**src/rtl/cp0_ctrl_pkg.sv**
```systemverilog
// Shared CP0 definitions: register numbers, exception codes, field positions
// and reset constants used by cp0_ctrl and cp0_timer.
package cp0_defs;

  localparam logic [4:0] REG_BADVADDR = 5'd8;
  localparam logic [4:0] REG_COUNT    = 5'd9;
  localparam logic [4:0] REG_COMPARE  = 5'd11;
  localparam logic [4:0] REG_STATUS   = 5'd12;
  localparam logic [4:0] REG_CAUSE    = 5'd13;
  localparam logic [4:0] REG_EPC      = 5'd14;

  localparam logic [31:0] EXC_NONE = 32'h0;
  localparam logic [31:0] EXC_INT  = 32'h1;
  localparam logic [31:0] EXC_ADEL = 32'h4;
  localparam logic [31:0] EXC_ADES = 32'h5;
  localparam logic [31:0] EXC_SYS  = 32'h8;
  localparam logic [31:0] EXC_BP   = 32'h9;
  localparam logic [31:0] EXC_RI   = 32'ha;
  localparam logic [31:0] EXC_OV   = 32'hc;
  localparam logic [31:0] EXC_ERET = 32'he;

  localparam logic [4:0] CODE_INT  = 5'h00;
  localparam logic [4:0] CODE_ADEL = 5'h04;
  localparam logic [4:0] CODE_ADES = 5'h05;
  localparam logic [4:0] CODE_SYS  = 5'h08;
  localparam logic [4:0] CODE_BP   = 5'h09;
  localparam logic [4:0] CODE_RI   = 5'h0a;
  localparam logic [4:0] CODE_OV   = 5'h0c;

  localparam int STATUS_IE    = 0;
  localparam int STATUS_EXL   = 1;
  localparam int STATUS_IM_LO = 8;
  localparam int STATUS_IM_HI = 15;
  localparam int STATUS_BEV   = 22;
  localparam int CAUSE_EXC_LO = 2;
  localparam int CAUSE_EXC_HI = 6;
  localparam int CAUSE_IP_LO  = 8;
  localparam int CAUSE_IP_HI  = 15;
  localparam int CAUSE_TI     = 30;
  localparam int CAUSE_BD     = 31;

  localparam logic [31:0] RESET_STATUS_DEFAULT = 32'h0040_0000;
  localparam int          COUNT_DIV_DEFAULT    = 2;

  function automatic logic is_exception(input logic [31:0] t);
    return (t == EXC_INT) || (t == EXC_ADEL) || (t == EXC_ADES) || (t == EXC_SYS) ||
           (t == EXC_BP) || (t == EXC_RI) || (t == EXC_OV);
  endfunction

  function automatic logic [4:0] exc_code(input logic [31:0] t);
    logic [4:0] c;
    c = CODE_INT;
    case (t)
      EXC_ADEL: c = CODE_ADEL;
      EXC_ADES: c = CODE_ADES;
      EXC_SYS:  c = CODE_SYS;
      EXC_BP:   c = CODE_BP;
      EXC_RI:   c = CODE_RI;
      EXC_OV:   c = CODE_OV;
      default:  c = CODE_INT;
    endcase
    return c;
  endfunction

endpackage

```
**src/rtl/cp0_timer.sv**
```systemverilog
// Count/Compare pair with the divider and the sticky timer interrupt.
module cp0_timer
  import cp0_defs::*;
#(
  parameter int COUNT_DIV = COUNT_DIV_DEFAULT
) (
  input  logic        clk,
  input  logic        resetn,
  input  logic        count_we,
  input  logic        compare_we,
  input  logic [31:0] wdata,
  output logic [31:0] count,
  output logic [31:0] compare,
  output logic        timer_int
);

  logic [31:0] count_reg, count_next;
  logic [31:0] compare_reg, compare_next;
  logic        phase_reg, phase_next;
  logic        timer_int_reg, timer_int_next;
  logic        tick;

  always_comb begin
    tick           = (COUNT_DIV == 1) || phase_reg;
    phase_next     = (COUNT_DIV == 1) ? 1'b0 : ~phase_reg;
    count_next     = tick ? count_reg + 32'd1 : count_reg;
    compare_next   = compare_reg;
    timer_int_next = timer_int_reg;
    if ((compare_reg != 32'd0) && (count_reg == compare_reg))
      timer_int_next = 1'b1;
    if (count_we) begin
      count_next = wdata;
      phase_next = 1'b0;
    end
    // A Compare load acknowledges the interrupt even if a match lands on the same edge
    if (compare_we) begin
      compare_next   = wdata;
      timer_int_next = 1'b0;
    end
  end

  always_ff @(posedge clk) begin
    if (!resetn) begin
      count_reg     <= 32'd0;
      compare_reg   <= 32'd0;
      phase_reg     <= 1'b0;
      timer_int_reg <= 1'b0;
    end else begin
      count_reg     <= count_next;
      compare_reg   <= compare_next;
      phase_reg     <= phase_next;
      timer_int_reg <= timer_int_next;
    end
  end

  assign count     = count_reg;
  assign compare   = compare_reg;
  assign timer_int = timer_int_reg;

endmodule

```
**src/rtl/cp0_ctrl.sv**
```systemverilog
// CP0 architectural state: commits exceptions/ERET, services MTC0/MFC0,
// and exposes Status/Cause/EPC back to the exception encoder.
module cp0_ctrl
  import cp0_defs::*;
#(
  parameter logic [31:0] RESET_STATUS = RESET_STATUS_DEFAULT,
  parameter int          COUNT_DIV    = COUNT_DIV_DEFAULT
) (
  input  logic        clk,
  input  logic        resetn,
  input  logic        we_i,
  input  logic [4:0]  waddr_i,
  input  logic [31:0] wdata_i,
  input  logic [4:0]  raddr_i,
  input  logic [31:0] excepttype_i,
  input  logic [31:0] current_inst_addr_i,
  input  logic        is_in_delayslot_i,
  input  logic [31:0] bad_addr_i,
  input  logic [5:0]  int_i,
  output logic [31:0] data_o,
  output logic [31:0] status_o,
  output logic [31:0] cause_o,
  output logic [31:0] epc_o,
  output logic [31:0] badvaddr_o,
  output logic [31:0] count_o,
  output logic [31:0] compare_o,
  output logic        timer_int_o
);

  logic        exc_valid, eret, mtc0;
  logic [7:0]  im_reg, im_next;
  logic        exl_reg, exl_next, ie_reg, ie_next;
  logic        bd_reg, bd_next;
  logic [4:0]  exc_code_reg, exc_code_next;
  logic [1:0]  ip_sw_reg, ip_sw_next;
  logic [5:0]  ip_hw_reg, ip_hw_next;
  logic [31:0] epc_reg, epc_next, badvaddr_reg, badvaddr_next;
  logic [31:0] count, compare;
  logic        timer_int;

  assign exc_valid = is_exception(excepttype_i);
  assign eret      = (excepttype_i == EXC_ERET);
  // Any exception or ERET on the same cycle squashes the whole MTC0
  assign mtc0      = we_i && !exc_valid && !eret;

  cp0_timer #(.COUNT_DIV(COUNT_DIV)) u_timer (
    .clk       (clk),
    .resetn    (resetn),
    .count_we  (mtc0 && (waddr_i == REG_COUNT)),
    .compare_we(mtc0 && (waddr_i == REG_COMPARE)),
    .wdata     (wdata_i),
    .count     (count),
    .compare   (compare),
    .timer_int (timer_int)
  );

  genvar gi;
  for (gi = 0; gi < 6; gi++) begin : g_ip_hw
    if (gi == 5) begin : g_timer_line
      assign ip_hw_next[gi] = int_i[gi] | timer_int;
    end else begin : g_ext_line
      assign ip_hw_next[gi] = int_i[gi];
    end
  end

  always_comb begin
    im_next       = im_reg;
    exl_next      = exl_reg;
    ie_next       = ie_reg;
    bd_next       = bd_reg;
    exc_code_next = exc_code_reg;
    ip_sw_next    = ip_sw_reg;
    epc_next      = epc_reg;
    badvaddr_next = badvaddr_reg;
    if (exc_valid) begin
      // Nested exceptions keep the original return point
      if (!exl_reg) begin
        epc_next = is_in_delayslot_i ? current_inst_addr_i - 32'd4 : current_inst_addr_i;
        bd_next  = is_in_delayslot_i;
      end
      exl_next      = 1'b1;
      exc_code_next = exc_code(excepttype_i);
      if ((excepttype_i == EXC_ADEL) || (excepttype_i == EXC_ADES))
        badvaddr_next = bad_addr_i;
    end else if (eret) begin
      exl_next = 1'b0;
    end else if (mtc0) begin
      case (waddr_i)
        REG_STATUS: begin
          im_next  = wdata_i[STATUS_IM_HI:STATUS_IM_LO];
          exl_next = wdata_i[STATUS_EXL];
          ie_next  = wdata_i[STATUS_IE];
        end
        REG_CAUSE: ip_sw_next = wdata_i[CAUSE_IP_LO+1:CAUSE_IP_LO];
        REG_EPC:   epc_next   = wdata_i;
        default:   ;
      endcase
    end
  end

  always_ff @(posedge clk) begin
    if (!resetn) begin
      im_reg       <= RESET_STATUS[STATUS_IM_HI:STATUS_IM_LO];
      exl_reg      <= RESET_STATUS[STATUS_EXL];
      ie_reg       <= RESET_STATUS[STATUS_IE];
      bd_reg       <= 1'b0;
      exc_code_reg <= 5'd0;
      ip_sw_reg    <= 2'd0;
      ip_hw_reg    <= 6'd0;
      epc_reg      <= 32'd0;
      badvaddr_reg <= 32'd0;
    end else begin
      im_reg       <= im_next;
      exl_reg      <= exl_next;
      ie_reg       <= ie_next;
      bd_reg       <= bd_next;
      exc_code_reg <= exc_code_next;
      ip_sw_reg    <= ip_sw_next;
      ip_hw_reg    <= ip_hw_next;
      epc_reg      <= epc_next;
      badvaddr_reg <= badvaddr_next;
    end
  end

  assign status_o    = {9'd0, RESET_STATUS[STATUS_BEV], 6'd0, im_reg, 6'd0, exl_reg, ie_reg};
  assign cause_o     = {bd_reg, timer_int, 14'd0, ip_hw_reg, ip_sw_reg, 1'b0, exc_code_reg, 2'b00};
  assign epc_o       = epc_reg;
  assign badvaddr_o  = badvaddr_reg;
  assign count_o     = count;
  assign compare_o   = compare;
  assign timer_int_o = timer_int;

  always_comb begin
    data_o = 32'd0;
    if (resetn) begin
      case (raddr_i)
        REG_BADVADDR: data_o = badvaddr_reg;
        REG_COUNT:    data_o = count;
        REG_COMPARE:  data_o = compare;
        REG_STATUS:   data_o = status_o;
        REG_CAUSE:    data_o = cause_o;
        REG_EPC:      data_o = epc_reg;
        default:      data_o = 32'd0;
      endcase
    end
  end

endmodule
```
**config.mk**
```make
export PLATFORM = sky130hd
export DESIGN_NAME = cp0_ctrl
export DESIGN_NICKNAME = d
export VERILOG_FILES = /design/src/rtl/cp0_ctrl_pkg.sv /design/src/rtl/cp0_timer.sv /design/src/rtl/cp0_ctrl.sv
export SDC_FILE = /design/constraint.sdc
export NUM_CORES = 1
export LEC_CHECK = 0
export CAP_MARGIN = 5
export CELL_PAD_IN_SITES_DETAIL_PLACEMENT = 0
export CELL_PAD_IN_SITES_GLOBAL_PLACEMENT = 1
export CORE_MARGIN = 5
export CORE_UTILIZATION = 33
export DETAILED_ROUTE_END_ITERATION = 8
export GPL_TIMING_DRIVEN = 0
export PLACE_DENSITY = 0.93
export REMOVE_ABC_BUFFERS = 1
export SYNTH_ARGS = -nofsm -noshare
export SYNTH_HDL_FRONTEND = slang
export SYNTH_SLANG_ARGS = --single-unit
```
**constraint.sdc**
```tcl
create_clock -name clk -period 11.8 [get_ports clk]
set_input_delay 3.54 -clock clk [delete_from_list [all_inputs] [get_ports clk]]
set_output_delay 3.54 -clock clk [all_outputs]
set_load 0.02 [all_outputs]
```
Yosys cells after proc, flatten, opt, wreduce, memory -nomap -nowiden:

Index checks and enable logic that the tools add are counted.

* add/sub/neg operators: 2
* eq/ne operators: 22
* muxes and demuxes: 15
* bitwise operators: 6
* reductions and logical operators: 28

Operators by type and width (count)
* $mux W32: 9
* $pmux W32 S6: 1
* $eq A32 B4 Y1 const B: 5
* $eq A32 B3 Y1 const B: 2
* $eq A5 B4 Y1 const B: 11
* $add A32 B1 Y32 const B: 1
* $eq A32 B1 Y1 const B: 1
* $eq A32 B32 Y1: 1
* $reduce_bool A32 Y1: 1
* $sub A32 B3 Y32 const B: 1
* $pmux W4 S6: 1
* $reduce_and A4 Y1: 3
* $logic_or A1 B1 Y1: 7
* $reduce_and A2 Y1: 3
* $reduce_bool A2 Y1: 3
* $reduce_bool A3 Y1: 2
* $logic_and A1 B1 Y1: 5
* $not A1 Y1: 5
* $mux W1: 4
* $ne A2 B2 Y1 const B: 2
* $reduce_or A2 Y1: 2
* $logic_not A1 Y1: 2
* $or A1 B1 Y1: 1

* register bits: 154
* input bits: 148
* output and inout port bits: 225
* logic and storage cells: 86

Depth between registers and ports, before layout:

Gate-level depths: netlist (run 1).

* depth after elaboration: 13
* depth in mapped cells: 9
* mapped depth without buffers: 8

Hierarchy:

From an unflattened synthesis (run 1), not the netlist that was laid out.

* cell total of the unflattened synthesis: 1125
* area, all modules: 9235.1 µm²

Modules (own cells, without submodules)
* cp0_ctrl: times used 1, cells an instance 749, area each 5896.9 µm², seq. area each 1741.7 µm²
* cp0_timer: times used 1, cells an instance 376, area each 3338.2 µm², seq. area each 1321.3 µm²

Least setup slack after synthesis (run 1):

Ideal clock, no wire load.

* path type: input-to-output
* from: input port raddr_i[1]
* to: output port data_o[22]
* arrival: 5215 ps
* required time: 8260 ps
* path slack: 3045 ps
* stages on the path: 7
* path buffers: 3
* path through: clkbuf_1 -> clkbuf_1 -> buf_2 -> mux2i_1 -> nor2_1 -> a21oi_1 -> a21oi_1

* word-level cells in the longest chain between the ends: 3
* elaborated cells on any way between the ends: 8
* those cells by class: 6 x eq/ne; 2 x mux

Ends and longest elaborated chain
* start: declaration: line cp0_ctrl.sv:14 `input logic [4:0] raddr_i,`
* $eq A5 B4 Y1: line cp0_ctrl.sv:136 `case (raddr_i)`
* $pmux W32 S6 *: line cp0_ctrl.sv:136
* $mux W32 *: line cp0_ctrl.sv:135 `if (resetn) begin`
* end: declaration: line cp0_ctrl.sv:20 `output logic [31:0] data_o,`

Mark *: on every way between the ends. The rest lies on a longest branch, timed or not.

Final worst setup path (run 1):

* from: input port raddr_i[0]
* to: output port data_o[2]

Same word-level chain as after synthesis.

==> out/qor.yml, run 1 <==
finalHoldViolCount: 0
syn_area_per_cell_sq_um: 8.110
worst_slew_pin_slew_ns: 1.151
cts_resized: 0
cts-htree-levels: 4
status: "finished, final reports clean"
grtUsageTotal: 0.2452
reg2reg_from: "u_timer.count[8]"
dieArea_sq_mm: 0.03058
worstHoldPathCells: 2
regArea_sq_mm: 0.003063
fin_nets: 1537
clk_path_buf_depth: 2
yosys_warnings: 0
drt-total-wl_um: 39200
timing.rr.end: "u_timer.count[19]"
clock_latency_ns: 0.43
rsz0062_at_grt: "no"
hold_path_class: "flop to flop"
fmax_mhz: 98.37
drtIter0Drc: 643
die_y_um: 174.9
grt_pass1_wl_um: 58130
first_pass_iters: 6
place.gp.congestion: 0.8764
die-width_um: 174.9
ys_seq_area_frac: 0.3415
post-place-cells: 1709
leakagePower_nw: 4.760
report.final.slew_viol_count: 0
cts.sinks: 153
drc: 0
cp.arrival_ns: 6.63
drive_above_1_share: 0.05929
fill_cells: 2577
antenna_found_initial: 0
antenna_left: 0
critPathKind: "input port to output port"
vias_per_cell: 5.410
cts_tree: "yes"
synth_edf_count: 0
grt_max_degree: 70
fin_cells: 1741
synth-async-reset-ratio: 0
critPathCaptureType: "output port"
synth-seq-cells: 153
grt-ovfl-total: 0
cts_buffers: 17
mappedNetlistArea_sq_mm: 0.008970
cp_max_fo: 10
pin_count: 373
rows: 60
cp-startpoint: "raddr_i[0]"
synthCells: 1106
maxCapViolCount: 0
path_clk_slew_ns: 0.06
finalClockSkew_ns: 0.01955
core-area_sq_mm: 0.02688
areaGrowthSynthToFinish_pct: 46.19
ys_dominant_reg_cell: "dfxtp_1"
start_kind: "input port"
grt_pass1_vias: 9395
period_needed_ns: 10.17
mostFrequentLayoutCell: "clkdlybuf4s50_1"
holdBufCountCts: 0
multiInputGateArea_sq_mm: 0.005380
ir_drop_mv: 0.06712
crit_end: "data_o[2]"
power_density_mw_per_mm2: 99.18
total_power_w: 0.001301
setup_viol: 0
vias: 9418
io_buffers: 332
period_share: 0.8615
n_antenna_cell: 0
dp_hpwl_um: 29880
start_util: 0.3338
slew-limit-headroom: 0.2330
cts_setup_buffers: 0
synth_cell_types: 64
r2r_setup_slack_ns: 9.31
wl_per_cell_um: 22.51
reg2reg_depth: 6
cp.required_ns: 8.26
mostFrequentLayoutCells: "330 x clkdlybuf4s50_1, 153 x dfxtp_1, 130 x nor2_1, 120 x nand2_1, 89 x mux2i_1"
cts_root_buffer: "clkbuf_16"
layer usage:
| layer | wire length (um) | vias up | global-route usage | share of wire |
|---|---|---|---|---|
| met4 | 645 | 0 | 0.05434 | 0.016 |
| met5 | 0 | - | 0 | 0 |
| met3 | 3149 | 36 | 0.07183 | 0.080 |
| met1 | 16550 | 4536 | 0.3026 | 0.42 |
| met2 | 18850 | 401 | 0.4244 | 0.48 |
| li1 | - | 4445 | - | - |
how the worst min path moves through the flow:
stage | start | endpoint
floorplan | bd_reg | bd_reg
global route | badvaddr_o[7] | badvaddr_o[7]
global placement | badvaddr_o[31] | badvaddr_o[31]
finish | badvaddr_o[22] | badvaddr_o[22]
detailed placement | badvaddr_o[2] | badvaddr_o[2]
CTS | badvaddr_o[20] | badvaddr_o[20]
cell type report:
cell class,instances,area share
clock inverters,13,0.01374
inverters,8,0.002481
well taps,341,0.03254
flip-flops and latches,153,0.2336
repair buffers,350,0.2728
clock buffers,19,0.03454
multi-input cells,857,0.4103
metrics by stage:
step	hold slack [ns]	TNS (ns)	utilization	instance area [sq um]	setup slack, ns
final	0.4738	0	0.4879	13110	1.634
after detailed placement	0.4663	0	0.4643	12480	1.607
after global routing	0.4935	0	0.4879	13110	1.361
after floorplan	0.5425	0	-	8436	1.562
after global placement	0.4605	-130.92	0.4534	12190	-4.271
after CTS	0.4754	0	0.4879	13110	1.604
worst max-delay path: stages:
cell             delay (ns)
clkdlybuf4s50_1        0.56
nor4_2                 0.93
buf_4                  0.33
buf_4                  0.22
nand2_1                0.07
o21ai_0                0.12
a221oi_1               0.09
nor2_1                 0.11
clkdlybuf4s50_1        0.65
kinds of logic after synthesis:
group                      count (synthesis)  synth area share
AOI/OAI and AO/OA                        211            0.1547
DFF                                      153            0.3415
adders and majority gates                  2          0.002789
buffers and inverters                    134           0.07881
xor gates and xnor gates                  89           0.08690
and+or+nand+nor                          422            0.2302
other                                      2         0.0008372
muxes                                     93            0.1043
where the power goes:
group,leakage (nW),internal [W],switching [W],total [W]
Combinational,3.21,0.0000771,0.0000821,0.000159
Clock,0.311,0.000352,0.000257,0.000609
Sequential,1.24,0.000522,0.0000106,0.000533
Total,4.76,0.000951,0.000349,0.00130
synth_stat cells, drive strengths merged, types with 24 or more instances:
master  count  share of area
a211oi     27          0.023
a21oi      80          0.045
a221oi     24          0.023
buf        74          0.054
clkbuf     52          0.022
dfxtp     153           0.34
mux2i      89          0.099
nand2     121          0.051
nand3      34          0.020
nor2      131          0.055
nor4       38          0.031
xnor2      30          0.029
xor2       59          0.058
(Power assumes the default switching activity.)
==> run 2: changes to the inputs <==
--- a/config.mk
+++ b/config.mk
@@ -10,6 +10,7 @@
 export CELL_PAD_IN_SITES_GLOBAL_PLACEMENT = 1
 export CORE_MARGIN = 5
 export CORE_UTILIZATION = 33
+export CTS_BUF_LIST = sky130_fd_sc_hd__clkbuf_4 sky130_fd_sc_hd__clkbuf_8 sky130_fd_sc_hd__clkbuf_16
 export DETAILED_ROUTE_END_ITERATION = 8
 export GPL_TIMING_DRIVEN = 0
 export PLACE_DENSITY = 0.93
==> results of run 2 <==
No change in the layout: final DEF, timing and power equal those of run 1.
